$ cat config.mk
export PLATFORM = sky130hd
export DESIGN_NAME = mem_port_arbiter
export DESIGN_NICKNAME = d
export VERILOG_FILES = /design/src/rtl/core_pkg.sv /design/src/rtl/mem_arb_starve_cnt.sv /design/src/rtl/mem_port_arbiter.sv
export SDC_FILE = /design/constraint.sdc
export NUM_CORES = 1
export LEC_CHECK = 0
export ABC_CLOCK_PERIOD_IN_PS = 2300
export CAP_MARGIN = 10
export CORE_AREA = 5 5 102 104
export DETAILED_ROUTE_END_ITERATION = 16
export DIE_AREA = 0 0 107 109
export GPL_ROUTABILITY_DRIVEN = 0
export PLACE_DENSITY = 0.65
export SYNTH_ARGS = -nofsm -noshare
export SYNTH_HDL_FRONTEND = slang
export SYNTH_SLANG_ARGS = --single-unit
$ cat constraint.sdc
create_clock -name clk -period 2.3 [get_ports clk]
set_clock_uncertainty 0.15 [all_clocks]
set_input_delay 0.575 -clock clk [delete_from_list [all_inputs] [get_ports clk]]
set_output_delay 0.575 -clock clk [all_outputs]
set_load 0.05 [all_outputs]
$ cat src/rtl/core_pkg.sv
// Shared types for the memory port arbiter: FSM states and read-owner encoding.
package core_pkg;

  typedef enum logic {
    IDLE = 1'b0,
    WAIT = 1'b1
  } arb_state_t;

  typedef enum logic {
    OWN_FETCH = 1'b0,
    OWN_DATA  = 1'b1
  } arb_owner_t;

endpackage

$ cat src/rtl/mem_arb_starve_cnt.sv
// Fetch starvation guard: counts data grants taken while fetch waits and raises force_fetch
// at STARVE_MAX. Only present when MEM_ARB_STARVE_GUARD_EN is defined.
`ifdef MEM_ARB_STARVE_GUARD_EN
module mem_arb_starve_cnt #(
  parameter int STARVE_MAX = 4
) (
  input  logic clk,
  input  logic rst_n,
  input  logic if_req,
  input  logic if_gnt,
  input  logic d_gnt,
  output logic force_fetch
);

  localparam int CW = $clog2(STARVE_MAX + 1);

  logic [CW-1:0] cnt;

  // Saturates at STARVE_MAX so the fetch side keeps its claim until it is served.
  always_ff @(posedge clk or negedge rst_n) begin
    if (!rst_n) begin
      cnt <= '0;
    end else if (if_gnt || !if_req) begin
      cnt <= '0;
    end else if (d_gnt && (cnt != CW'(STARVE_MAX))) begin
      cnt <= cnt + CW'(1);
    end
  end

  assign force_fetch = if_req && (cnt == CW'(STARVE_MAX));

endmodule
`endif

$ cat src/rtl/mem_port_arbiter.sv
// Shares one single-port synchronous memory between fetch and load/store requesters,
// data first, one read outstanding. Define MEM_ARB_STARVE_GUARD_EN to bound fetch starvation.
module mem_port_arbiter
  import core_pkg::*;
#(
  parameter int ADDR_W     = 32,
  parameter int DATA_W     = 32,
  parameter int RD_LAT     = 1,
  parameter int STARVE_MAX = 4
) (
  input  logic                clk,
  input  logic                rst_n,
  input  logic                if_req,
  input  logic [ADDR_W-1:0]   if_addr,
  output logic                if_gnt,
  output logic                if_rvalid,
  output logic [DATA_W-1:0]   if_rdata,
  input  logic                d_req,
  input  logic                d_we,
  input  logic [ADDR_W-1:0]   d_addr,
  input  logic [DATA_W-1:0]   d_wdata,
  input  logic [DATA_W/8-1:0] d_be,
  output logic                d_gnt,
  output logic                d_rvalid,
  output logic [DATA_W-1:0]   d_rdata,
  output logic                mem_req,
  output logic                mem_we,
  output logic [ADDR_W-1:0]   mem_addr,
  output logic [DATA_W-1:0]   mem_wdata,
  output logic [DATA_W/8-1:0] mem_be,
  input  logic [DATA_W-1:0]   mem_rdata
);

  localparam int CNT_W = (RD_LAT > 1) ? $clog2(RD_LAT) : 1;

  arb_state_t       state, state_nxt;
  arb_owner_t       owner, owner_nxt;
  logic [CNT_W-1:0] cnt, cnt_nxt;
  logic             resp, can_grant, force_fetch, rd_gnt;

`ifdef MEM_ARB_STARVE_GUARD_EN
  mem_arb_starve_cnt #(
    .STARVE_MAX (STARVE_MAX)
  ) u_starve (
    .clk         (clk),
    .rst_n       (rst_n),
    .if_req      (if_req),
    .if_gnt      (if_gnt),
    .d_gnt       (d_gnt),
    .force_fetch (force_fetch)
  );
`else
  logic unused_starve_max;
  assign force_fetch       = 1'b0;
  assign unused_starve_max = (STARVE_MAX != 0);
`endif

  // The response cycle frees the port, so a new grant may overlap it.
  assign resp      = (state == WAIT) && (cnt == '0);
  assign can_grant = rst_n && ((state == IDLE) || resp);

  always_comb begin
    if_gnt    = 1'b0;
    d_gnt     = 1'b0;
    mem_req   = 1'b0;
    mem_we    = 1'b0;
    mem_addr  = '0;
    mem_wdata = '0;
    mem_be    = '0;
    if (can_grant) begin
      if (d_req && !force_fetch) begin
        d_gnt     = 1'b1;
        mem_req   = 1'b1;
        mem_we    = d_we;
        mem_addr  = d_addr;
        mem_wdata = d_we ? d_wdata : '0;
        mem_be    = d_we ? d_be : '1;
      end else if (if_req) begin
        if_gnt   = 1'b1;
        mem_req  = 1'b1;
        mem_addr = if_addr;
        mem_be   = '1;
      end
    end
  end

  always_comb begin
    if_rvalid = resp && (owner == OWN_FETCH);
    d_rvalid  = resp && (owner == OWN_DATA);
    if_rdata  = if_rvalid ? mem_rdata : '0;
    d_rdata   = d_rvalid ? mem_rdata : '0;
  end

  assign rd_gnt = if_gnt || (d_gnt && !d_we);

  always_comb begin
    state_nxt = state;
    owner_nxt = owner;
    cnt_nxt   = cnt;
    if (rd_gnt) begin
      state_nxt = WAIT;
      owner_nxt = d_gnt ? OWN_DATA : OWN_FETCH;
      cnt_nxt   = CNT_W'(RD_LAT - 1);
    end else if (resp) begin
      state_nxt = IDLE;
    end else if (state == WAIT) begin
      cnt_nxt = cnt - CNT_W'(1);
    end
  end

  always_ff @(posedge clk or negedge rst_n) begin
    if (!rst_n) begin
      state <= IDLE;
      owner <= OWN_FETCH;
      cnt   <= '0;
    end else begin
      state <= state_nxt;
      owner <= owner_nxt;
      cnt   <= cnt_nxt;
    end
  end

endmodule
==> metrics.txt <==
share of layout cells above drive strength 1 0.580; placed cell count 552; # setup viols final 70; Synth area leaders and2_1 52%, a22o_1 24%, dfrtp_1 6.5%; setup TNS -4.94 ns; largest net degree at the start of global routing 34; drt wl/cell 18.9 microns; antenna violations before repair 0; Vias 2435; CP endpoint mem_addr[16]; run status finished, violations left; GRT Resource Usage Total 0.168; Hold Violations, Final 0; Max-Slew Margin vs Limit 0.846; hold slack 0.0693 ns; min Tclk post-route 2.41 ns; H-tree Lvls 1; Crit path required time 1.57 ns; critical setup path kind input port to output port; Top delay family on crit path buffers and inverters; Synth warnings 0; CP arrival 1.69 ns; worst-skew pair later-pin latency 0.22 ns; Synth Register Bits 3; Finished Core Util 0.664; Max Slew Vio Count 0; most numerous cell on the critical path buf_6; maxcap violations 0; Overall Power 1620 uW; via/cell ratio 4.26; P&R area growth vs syn 441%; RSZ-0062 raised after global routing true; CP Launch Type input port; I/O Buffers 274; TritonCTS clock tree built; Initial Util 0.123; vias in the first global route 2610; top cell type's share of synthesized area 0.518; first-pass GRT wire length 15.1 mm; post-synth top area cell and2_1; Synth Instances 166; Initial DRC Count 52; count of cell types in the netlist 16; ordered list of cells on the worst path buf_6, a21boi_4, and3b_2, buf_6, buf_16, a22o_4, buf_12; most numerous cell in the Yosys netlist and2_1; Routed Antenna Nets 0; total CTS buffers 3; I/O pin cnt 275; Worst path max stage delay 0.23 ns; FF+latch area 77.6 sq um; Non-Filler Instances 571; dpl hpwl 8.49 mm; critical path depth 7; CP max stage cell a22o_4; violated checks setup timing; Core ar. 0.00946 sq mm; Post-Route WL 10.8 mm; Root Buffer clkbuf_8; Seq/Total Area, Yosys 0.0647; CP Launch Point rst_n; clock-pin slew on the worst setup and hold paths 0.03 ns; Sink Count 3; Post-CTS Hold Buffers 0; Critical path buffers and inverters 4; asr flop ratio synth 1.00; Post-synth EDFFs 0; area of the multi-input gates 0.00142 sq mm; period utilization 1.05; Worst-Margin Slew 0.230 ns; final net count 595; crit path max fanout 8; Top FF cell, synth dfrtp_1; DR DRC count 0; R2R Path End owner$_DFFE_PN0P_; die area 0.0117 sq mm; Reg-to-Reg Start cnt$_DFFE_PN0P_; Critical Path End Type output port; Clock Tree Buf Depth 2; diode count 0; Detailed Routing Iterations Pass 1 3; Row Count 36; top cells by count, synth 96 x and2_1, 32 x a22o_1, 10 x buf_2; Worst IR Drop VDD 0.228 mV; Reg2Reg Setup Slack 0.66 ns; Max Clk Rate 415 MHz; Reg2Reg Depth 7; Syn Area/Cell 6.99 sq um; net count after synthesis 303; Layout fillers 689; leakage power 0.00270 uW; Hold Path Class input port to asynchronous set/reset pin; mapped cell area 0.00116 sq mm; Cell Pwr Density 258 mW/mm^2; Die Wd 107 microns; worst setup margin -0.112 ns; die height 109 microns; gr ovfl total 0
==> state kept, by name, indices dropped and copies added (netlist names) <==
register and cells:
state 1, cnt 1, owner 1
==> metal layers <==
metal,vias to the layer above,global-route usage,wire length (microns)
li1,1159,-,-
met1,1109,0.171,3600
met2,159,0.325,5860
met3,8,0.0669,1240
met4,0,0.0301,104
met5,-,0,0
==> power breakdown <==
part,internal [uW],switching (uW),leakage (uW)
Clock,118,35.3,0.0000228
Sequential,57.1,4.03,0.0000361
Combinational,770,636,0.00264
==> cells in the final DEF, fill, tap and decap left out, drive strengths merged, types with 3 or more instances in the layout <==
master,synthesis,final
a21o,5,5
a22o,32,32
and2,96,96
buf,10,168
clkbuf,6,6
clkdlybuf4s50,0,132
dfrtp,3,3
nor3b,3,3
==> logic make-up (layout without fill, tap and decap cells) <==
group | after synthesis | count (layout) | share of synthesized area
AO/OA/AOI/OAI | 41 | 41 | 0.302
AND/OR/NAND/NOR | 104 | 104 | 0.564
buffers and inverters | 18 | 309 | 0.0690
flip-flops | 3 | 3 | 0.0647
==> worst min path at each step <==
stage	slack, ns	start	to
final	0.07	rst_n	owner$_DFFE_PN0P_
after global routing	0.08	rst_n	owner$_DFFE_PN0P_
after CTS	0.06	rst_n	owner$_DFFE_PN0P_
after detailed placement	0.37	state$_DFFE_PN0P_	cnt$_DFFE_PN0P_
after global placement	0.34	state$_DFFE_PN0P_	cnt$_DFFE_PN0P_
after floorplan	0.13	rst_n	cnt$_DFFE_PN0P_
==> layout make-up <==
class	count	area share
well taps	114	0.0227
multi-input cells	145	0.226
clock buffers	4	0.00717
inverters	2	0.00239
flip-flops and latches	3	0.0124
repair buffers	303	0.730
==> per-stage QoR <==
step,area [sq um],setup slack (ns)
after floorplan,1330,0.00750
after global placement,5680,-0.466
after detailed placement,5680,-0.500
after CTS,6200,-0.117
after global routing,6280,-0.134
final,6280,-0.112
==> what timing repair did <==
item,4_1_cts,5_1_grt
gates resized for setup,88,7
cloned,7,2
pin swaps,9,10
setup endpoints to repair,72,112
setup buffers,6,2
Power figures use the tool's default switching activity.
